**config.mk**
```make
export PLATFORM = sky130hd
export DESIGN_NAME = slime_physics_flat
export DESIGN_NICKNAME = d
export VERILOG_FILES = /design/src/rtl/slime_pkg.sv /design/src/rtl/slime_physics_if.sv /design/src/rtl/slime_floor_hit.sv /design/src/rtl/slime_physics.sv /design/src/flat_wrapper.sv
export SDC_FILE = /design/constraint.sdc
export NUM_CORES = 1
export LEC_CHECK = 0
export BUFFER_PORTS_ARGS = -buffer_cell sky130_fd_sc_hd__buf_2
export CORE_AREA = 2 2 214 216
export DETAILED_ROUTE_END_ITERATION = 16
export DIE_AREA = 0 0 216 218
export HOLD_SLACK_MARGIN = 0.03
export PLACE_DENSITY = 0.53
export SETUP_SLACK_MARGIN = 0.02
export SLEW_MARGIN = 10
export SYNTH_ARGS = -nofsm -noshare
export SYNTH_HDL_FRONTEND = slang
export SYNTH_SLANG_ARGS = --single-unit
```
**constraint.sdc**
```tcl
create_clock -name clk -period 7.26 [get_ports clk]
set_input_delay 0 -clock clk [delete_from_list [all_inputs] [get_ports clk]]
set_output_delay 0 -clock clk [all_outputs]
set_load 0.05 [all_outputs]
```
**src/rtl/slime_pkg.sv**
```systemverilog
// rtl/slime_pkg.sv - shared encodings, coordinate width and BCD digit increment for the slime engine
package slime_pkg;
  localparam int COORD_W = 10;
  typedef logic [COORD_W-1:0] coord_t;

  localparam logic [1:0] ST_JUMP = 2'd0;
  localparam logic [1:0] ST_FALL = 2'd1;
  localparam logic [1:0] ST_DEAD = 2'd2;

  localparam logic [1:0] DIR_INIT  = 2'd0;
  localparam logic [1:0] DIR_LEFT  = 2'd1;
  localparam logic [1:0] DIR_RIGHT = 2'd2;

  // Returns {carry_out, digit}; a digit of 9 with carry in rolls to 0.
  function automatic logic [4:0] bcd_digit_inc(input logic [3:0] d, input logic cin);
    if (!cin) return {1'b0, d};
    if (d == 4'd9) return 5'b1_0000;
    return {1'b0, d + 4'd1};
  endfunction
endpackage

```
**src/rtl/slime_physics_if.sv**
```systemverilog
// rtl/slime_physics_if.sv - key/platform inputs and position/score outputs of the slime engine
interface slime_physics_if #(
  parameter int N_FLOOR      = 8,
  parameter int SCORE_DIGITS = 2
);
  import slime_pkg::*;
  localparam int IDX_W = (N_FLOOR > 1) ? $clog2(N_FLOOR) : 1;

  logic                         clk_vga;
  logic [1:0]                   key;
  logic [COORD_W*N_FLOOR-1:0]   floor_x;
  logic [COORD_W*N_FLOOR-1:0]   floor_y;
  logic [N_FLOOR-1:0]           enable;
  coord_t                       x;
  coord_t                       y;
  logic                         hit_ceiling;
  logic                         slime_die;
  logic [4*SCORE_DIGITS-1:0]    score;
  logic                         land_pulse;
  logic [IDX_W-1:0]             land_idx;

  modport master (
    output clk_vga, key, floor_x, floor_y, enable,
    input  x, y, hit_ceiling, slime_die, score, land_pulse, land_idx
  );
  modport slave (
    input  clk_vga, key, floor_x, floor_y, enable,
    output x, y, hit_ceiling, slime_die, score, land_pulse, land_idx
  );
endinterface

```
**src/rtl/slime_floor_hit.sv**
```systemverilog
// rtl/slime_floor_hit.sv - per-platform landing check with lowest-index priority select
module slime_floor_hit
  import slime_pkg::*;
#(
  parameter int N_FLOOR = 8,
  parameter int SLIME_W = 20,
  parameter int FLOOR_W = 40,
  parameter int IDX_W   = 3
) (
  input  coord_t                     x,
  input  coord_t                     y,
  input  logic [COORD_W*N_FLOOR-1:0] floor_x,
  input  logic [COORD_W*N_FLOOR-1:0] floor_y,
  input  logic [N_FLOOR-1:0]         enable,
  output logic                       hit,
  output logic [IDX_W-1:0]           idx
);
  logic [N_FLOOR-1:0] match;
  coord_t             x_right;

  assign x_right = x + coord_t'(SLIME_W);

  for (genvar i = 0; i < N_FLOOR; i++) begin : g_match
    coord_t fx, fy, fx_end;
    assign fx     = floor_x[COORD_W*i +: COORD_W];
    assign fy     = floor_y[COORD_W*i +: COORD_W];
    assign fx_end = fx + coord_t'(FLOOR_W);
    // fy==0 would alias to row 1023 under modulo arithmetic, so it is excluded
    assign match[i] = enable[i] && (fy != '0) && (y == fy - coord_t'(1)) &&
                      (((x >= fx) && (x <= fx_end)) ||
                       ((x_right >= fx) && (x_right <= fx_end)));
  end

  always_comb begin
    hit = |match;
    idx = '0;
    for (int i = N_FLOOR - 1; i >= 0; i--) begin
      if (match[i]) idx = IDX_W'(i);
    end
  end
endmodule

```
**src/rtl/slime_physics.sv**
```systemverilog
// rtl/slime_physics.sv - slime motion, jump/fall FSM, BCD score; SLIME_WRAP_EN wraps x at screen edges
module slime_physics
  import slime_pkg::*;
#(
  parameter int N_FLOOR      = 8,
  parameter int SCREEN_W     = 640,
  parameter int SCREEN_H     = 480,
  parameter int SLIME_W      = 20,
  parameter int FLOOR_W      = 40,
  parameter int PHASE_LEN    = 80,
  parameter int CEIL_Y       = 240,
  parameter int SCORE_DIGITS = 2,
  parameter int START_X      = 310,
  parameter int START_Y      = 379
) (
  input  logic           clk,
  input  logic           rst,
  slime_physics_if.slave bus
);
  localparam int     IDX_W = (N_FLOOR > 1) ? $clog2(N_FLOOR) : 1;
  localparam coord_t X_MAX = coord_t'(SCREEN_W - SLIME_W - 1);
  localparam coord_t Y_DIE = coord_t'(SCREEN_H - 1);
  localparam coord_t Y_CEIL = coord_t'(CEIL_Y);
  localparam int     P     = PHASE_LEN;

  logic [1:0]                dir, state;
  logic [8:0]                t;
  coord_t                    x_q, y_q, x_next;
  logic                      hc, die, lp;
  logic [IDX_W-1:0]          li, hit_idx;
  logic [4*SCORE_DIGITS-1:0] score_q, score_inc;
  logic                      score_ovf, hit, jump_step, fall_step;
  logic [4:0]                dig;

  slime_floor_hit #(
    .N_FLOOR(N_FLOOR), .SLIME_W(SLIME_W), .FLOOR_W(FLOOR_W), .IDX_W(IDX_W)
  ) u_floor_hit (
    .x(x_q), .y(y_q), .floor_x(bus.floor_x), .floor_y(bus.floor_y),
    .enable(bus.enable), .hit(hit), .idx(hit_idx)
  );

  // Rise slows and fall speeds up by halving/doubling the step rate each phase
  always_comb begin
    jump_step = 1'b0;
    fall_step = 1'b1;
    if (t < 9'(P)) begin
      jump_step = (t != 9'd0);
      fall_step = (t[2:0] == 3'd0);
    end else if (t < 9'(2*P)) begin
      jump_step = ~t[0];
      fall_step = (t[1:0] == 2'd0);
    end else if (t < 9'(3*P)) begin
      jump_step = (t[1:0] == 2'd0);
      fall_step = ~t[0];
    end else if (t < 9'(4*P)) begin
      jump_step = (t[2:0] == 3'd0);
    end
  end

  always_comb begin
    x_next = x_q;
    if (dir == DIR_LEFT) begin
      if (x_q == '0) begin
`ifdef SLIME_WRAP_EN
        x_next = X_MAX;
`else
        x_next = '0;
`endif
      end else begin
        x_next = x_q - coord_t'(1);
      end
    end else if (dir == DIR_RIGHT) begin
      if (x_q >= X_MAX) begin
`ifdef SLIME_WRAP_EN
        x_next = '0;
`else
        x_next = X_MAX;
`endif
      end else begin
        x_next = x_q + coord_t'(1);
      end
    end
  end

  always_comb begin
    score_inc = score_q;
    score_ovf = 1'b1;
    dig       = '0;
    for (int d = 0; d < SCORE_DIGITS; d++) begin
      dig = bcd_digit_inc(score_q[4*d +: 4], score_ovf);
      score_inc[4*d +: 4] = dig[3:0];
      score_ovf = dig[4];
    end
  end

  always_ff @(posedge clk) begin
    if (rst) begin
      dir     <= DIR_INIT;
      state   <= ST_FALL;
      t       <= 9'd1;
      x_q     <= coord_t'(START_X);
      y_q     <= coord_t'(START_Y);
      hc      <= 1'b0;
      die     <= 1'b0;
      lp      <= 1'b0;
      li      <= '0;
      score_q <= '0;
    end else begin
      lp <= 1'b0;
      if (bus.key == 2'b10)      dir <= DIR_LEFT;
      else if (bus.key == 2'b01) dir <= DIR_RIGHT;
      if (bus.clk_vga && state != ST_DEAD) begin
        x_q <= x_next;
        if (state == ST_JUMP) begin
          if (t == 9'(4*P)) begin
            state <= ST_FALL;
            t     <= 9'd1;
            hc    <= 1'b0;
          end else begin
            t <= t + 9'd1;
            // a scrolling jump keeps y still while the world moves down
            if (jump_step && !hc) y_q <= y_q - coord_t'(1);
          end
        end else if (y_q == Y_DIE) begin
          state <= ST_DEAD;
          die   <= 1'b1;
        end else if (hit) begin
          state <= ST_JUMP;
          t     <= 9'd1;
          li    <= hit_idx;
          lp    <= 1'b1;
          hc    <= (y_q < Y_CEIL);
          if (y_q < Y_CEIL) begin
            if (score_ovf) begin
              state <= ST_DEAD;
              die   <= 1'b1;
            end else begin
              score_q <= score_inc;
            end
          end
        end else begin
          if (fall_step) y_q <= y_q + coord_t'(1);
          if (t != 9'(4*P)) t <= t + 9'd1;
        end
      end
    end
  end

  assign bus.x           = x_q;
  assign bus.y           = y_q;
  assign bus.hit_ceiling = hc;
  assign bus.slime_die   = die;
  assign bus.score       = score_q;
  assign bus.land_pulse  = lp;
  assign bus.land_idx    = li;
endmodule

```
**src/flat_wrapper.sv**
```systemverilog
// flat-port wrapper written by rule: the top's interface ports become plain ports
module slime_physics_flat import slime_pkg::*;
#(
  parameter int N_FLOOR      = 8,
  parameter int SCREEN_W     = 640,
  parameter int SCREEN_H     = 480,
  parameter int SLIME_W      = 20,
  parameter int FLOOR_W      = 40,
  parameter int PHASE_LEN    = 80,
  parameter int CEIL_Y       = 240,
  parameter int SCORE_DIGITS = 2,
  parameter int START_X      = 310,
  parameter int START_Y      = 379
)
  (clk, rst, bus_clk_vga, bus_key, bus_floor_x, bus_floor_y, bus_enable, bus_x, bus_y, bus_hit_ceiling, bus_slime_die, bus_score, bus_land_pulse, bus_land_idx);
  slime_physics_if #(.N_FLOOR(N_FLOOR), .SCORE_DIGITS(SCORE_DIGITS)) bus_i ();
  input  logic clk;
  input  logic rst;
  input wire logic [$bits(bus_i.clk_vga)-1:0] bus_clk_vga;
  input wire logic [$bits(bus_i.key)-1:0] bus_key;
  input wire logic [$bits(bus_i.floor_x)-1:0] bus_floor_x;
  input wire logic [$bits(bus_i.floor_y)-1:0] bus_floor_y;
  input wire logic [$bits(bus_i.enable)-1:0] bus_enable;
  output wire logic [$bits(bus_i.x)-1:0] bus_x;
  output wire logic [$bits(bus_i.y)-1:0] bus_y;
  output wire logic [$bits(bus_i.hit_ceiling)-1:0] bus_hit_ceiling;
  output wire logic [$bits(bus_i.slime_die)-1:0] bus_slime_die;
  output wire logic [$bits(bus_i.score)-1:0] bus_score;
  output wire logic [$bits(bus_i.land_pulse)-1:0] bus_land_pulse;
  output wire logic [$bits(bus_i.land_idx)-1:0] bus_land_idx;
  assign bus_i.clk_vga = bus_clk_vga;
  assign bus_i.key = bus_key;
  assign bus_i.floor_x = bus_floor_x;
  assign bus_i.floor_y = bus_floor_y;
  assign bus_i.enable = bus_enable;
  assign bus_x = bus_i.x;
  assign bus_y = bus_i.y;
  assign bus_hit_ceiling = bus_i.hit_ceiling;
  assign bus_slime_die = bus_i.slime_die;
  assign bus_score = bus_i.score;
  assign bus_land_pulse = bus_i.land_pulse;
  assign bus_land_idx = bus_i.land_idx;
  slime_physics #(.N_FLOOR(N_FLOOR), .SCREEN_W(SCREEN_W), .SCREEN_H(SCREEN_H), .SLIME_W(SLIME_W), .FLOOR_W(FLOOR_W), .PHASE_LEN(PHASE_LEN), .CEIL_Y(CEIL_Y), .SCORE_DIGITS(SCORE_DIGITS), .START_X(START_X), .START_Y(START_Y)) u_core (.clk(clk), .rst(rst), .bus(bus_i));
endmodule
```
==> results_dict.tcl <==
set metrics [dict create \
    synth_edf_count 0 \
    vias_per_cell 5.51 \
    crit_arrival_ps 5860 \
    p_int_w 0.000743 \
    cpMaxStageDelayCell "dfxtp_1" \
    grt_max_degree 34 \
    min_from "bus_key[1]" \
    drcViolationCount 0 \
    grt_pass1_wl_mm 75.4 \
    swShare 0.436 \
    cp_max_fo 14 \
    p_total_w 0.00132 \
    holdPathEnd "u_core.dir[1]$_SDFFE_PP0N_" \
    tightestPinTransition_ps 891 \
    whs_path_depth 3 \
    maxCapViolations 0 \
    cts_sinks 47 \
    slew_headroom 0.404 \
    drt_wl_total_mm 48.9 \
    status "finished clean" \
    initialDrtViolationCount 814 \
    synth_most_common_cell "ha_1" \
    rr_startpoint "u_core.bus.x[2]$_SDFFE_PP1P_" \
    async_flop_share 0 \
    grt_pass1_vias 13900 \
    cts_made_buffers 5 \
    synth.ff_latch_count 47 \
    worstPathRequired_ps 7490 \
    final_area_mm2 0.0153 \
    ys_types 87 \
    io_pins 207 \
    initial_core_util 0.297 \
    drive_gt1_frac 0.150 \
    die_area_mm2 0.0471 \
    rows 78 \
    yosys_warnings 0 \
    crit_chain "ha_1 -> o2111ai_1 -> xor2_2 -> inv_1 -> ha_1 -> nand4_1 -> nor4b_1 -> nor2b_1 -> o41ai_1 -> a22oi_1 -> nor4_1 -> or3_1 -> nor4_2 -> o21ai_1 -> a21oi_1" \
    reg2regPathDepth 15 \
    crit_path_frequent_cell "ha_1" \
    seq_power_share 0.209 \
    cp_num_buf_inv 1 \
    fin_nets 2390 \
    synth_area_leaders "ha_1 25%, dfxtp_1 7.1%, xnor2_1 5.7%" \
    hpwl_mm 39.0 \
    cts_tree "yes" \
    core-area_mm2 0.0449 \
    p_clk_frac 0.213 \
    power_frac_comb 0.578 \
    drv_slew 0 \
    finalClockSkew_ps 4.30 \
    p_per_area_mw_per_mm2 86.1 \
    track_usage 0.202 \
    tns_ps 0 \
    synth_top_area_share 0.255 \
    max_stage_delay_ps 860 \
    start_kind "flip-flop" \
    critical_path_class "reg -> reg" \
    overflow 0 \
    synth-main-ff-cell "dfxtp_1" \
    rsz0062_at_grt "no" \
    vias 14100 \
    final_hold_viol_count 0 \
    cts_max_level 2 \
    crit_family "simple AND/OR/NAND/NOR gates" \
    max_freq_ghz 0.178 \
    peakVddDrop_uv 114 \
    syn-cell-area_mm2 0.0133 \
    period_needed_ps 5630 \
    synthToLayoutAreaGrowth_pct 14.9 \
    clk_path_buf_depth 2 \
    post-route-period-util 0.775 \
    syn-num-nets 2191 \
    clk_latency_ps 300 \
    fp.dieH_um 218 \
    yosys-top-cells-count "271 x ha_1, 150 x inv_1, 104 x nor2_1" \
    antenna_found_initial 5 \
    leakagePower_nw 6.92 \
    dpl_cell_area_mm2 0.0151 \
    hp-class "in -> reg" \
    die_x_um 216 \
    globalplace.congestion 0.906 \
    yosysTopAreaCell "ha_1" \
    numPortBuffers 206 \
    rrSetupSlack_ps 1630 \
    power_switching_w 0.000575 \
    critPathCaptureType "flip-flop" \
    dr.pass1.iters 5 \
    seq_area_frac_synth 0.0707 \
    ant_nets 0 \
    syn_inst 1746 \
    setup_viol 0 \
    avgSynthCellArea_um2 7.63 \
    post_drt_wl_per_cell_um 19.2 \
    fillers 4825 \
    clockRootBuffer "clkbuf_16" \
    rr_endpoint "u_core.t[2]$_SDFFE_PP0P_" \
    path_clk_slew_ps 70 \
]
stage by stage:
stage	worst slack (ps)	instances	hold slack, ps	utilization
after CTS	1590	2546	39.4	0.341
after global routing	1180	2551	75.4	0.341
final	1630	2551	46.7	0.341
after global placement	1930	2537	333	0.337
after detailed placement	1630	2537	351	0.337
after floorplan	2180	1746	175	-
worst register-to-register path, cell delays in order, from the launching register on:
cell	delay, ps
dfxtp_1	860
ha_1	400
o2111ai_1	180
xor2_2	510
inv_1	130
ha_1	320
nand4_1	130
nor4b_1	370
nor2b_1	180
o41ai_1	90
a22oi_1	440
nor4_1	230
or3_1	440
nor4_2	740
o21ai_1	340
a21oi_1	200
cells by family (layout without fill, tap and decap cells):
group	count (synthesis)	in the layout	share of synthesized area
xor+xnor	152	152	0.101
flops	47	47	0.0707
other cells	0	5	0
compound gates	490	490	0.254
simple gates	553	553	0.232
buf+inv	195	395	0.0583
fa+ha+maj	288	288	0.268
mux	21	21	0.0163
layout by cell type, fill, tap and decap left out, types with 45 or more instances in the layout:
cell type  Yosys  layout
a21oi_1      101     101
buf_2         14     206
dfxtp_1       47      47
ha_1         271     271
inv_1        150     150
nand2_1       75      75
nand3_1       49      49
nor2_1       104     104
nor2b_1       45      45
nor3_1        51      51
o21ai_0       92      92
xnor2_1       86      86
xor2_1        65      65
flip-flops by register name, indices dropped and copies added, names as in the netlist:
| name | count |
|---|---|
| u_core.bus.hit_ceiling | 1 |
| u_core.bus.land_idx | 3 |
| u_core.bus.land_pulse | 1 |
| u_core.bus.score | 8 |
| u_core.bus.slime_die | 1 |
| u_core.bus.x | 10 |
| u_core.bus.y | 10 |
| u_core.dir | 2 |
| u_core.state | 2 |
| u_core.t | 9 |
per-layer routing:
metal  wire, µm  track usage  vias up
met3       2340       0.0252      116
met2      22600        0.339      373
li1           -            -     6964
met5          0            0        -
met4       2340       0.0991        0
met1      21700        0.254     6597
worst max path at each step:
stage	from	to	cells past startpoint
floorplan	u_core.bus.x[3]$_SDFFE_PP0P_	u_core.bus.y[1]$_SDFFE_PP1P_	16
global placement	u_core.bus.x[2]$_SDFFE_PP1P_	u_core.t[2]$_SDFFE_PP0P_	15
detailed placement	u_core.bus.x[2]$_SDFFE_PP1P_	u_core.t[2]$_SDFFE_PP0P_	15
CTS	u_core.bus.x[2]$_SDFFE_PP1P_	u_core.t[2]$_SDFFE_PP0P_	15
global route	u_core.bus.x[2]$_SDFFE_PP1P_	u_core.t[2]$_SDFFE_PP0P_	15
finish	u_core.bus.x[2]$_SDFFE_PP1P_	u_core.t[2]$_SDFFE_PP0P_	15
cell type report:
cell class              count  area [µm²]  area share
flip-flops and latches     47         941      0.0615
clock buffers               5         125     0.00818
inverters                 150         563      0.0368
multi-input cells        1504       11600       0.758
clock inverters             3        46.3     0.00302
well taps                 600         751      0.0491
repair buffers            237        1270      0.0827
diodes                      5        12.5    0.000818
timing repair:
| item | in CTS | in global routing |
|---|---|---|
| gates resized for setup | 0 | 0 |
| setup buffers | 0 | 0 |
| hold buffers | 1 | 0 |
| endpoints found under the hold margin | 1 | 0 |
| setup endpoints to repair | 0 | 0 |
power by group through the flow:
stage	registers (W)	logic, W	clock network (W)
global route	0.000277	0.000848	0.000301
CTS	0.000276	0.000759	0.000289
detailed placement	0.000282	0.000754	0
floorplan	0.000298	0.000487	0
finish	0.000276	0.000761	0.000280
global placement	0.000282	0.000740	0
Power figures use the tool's default switching activity.
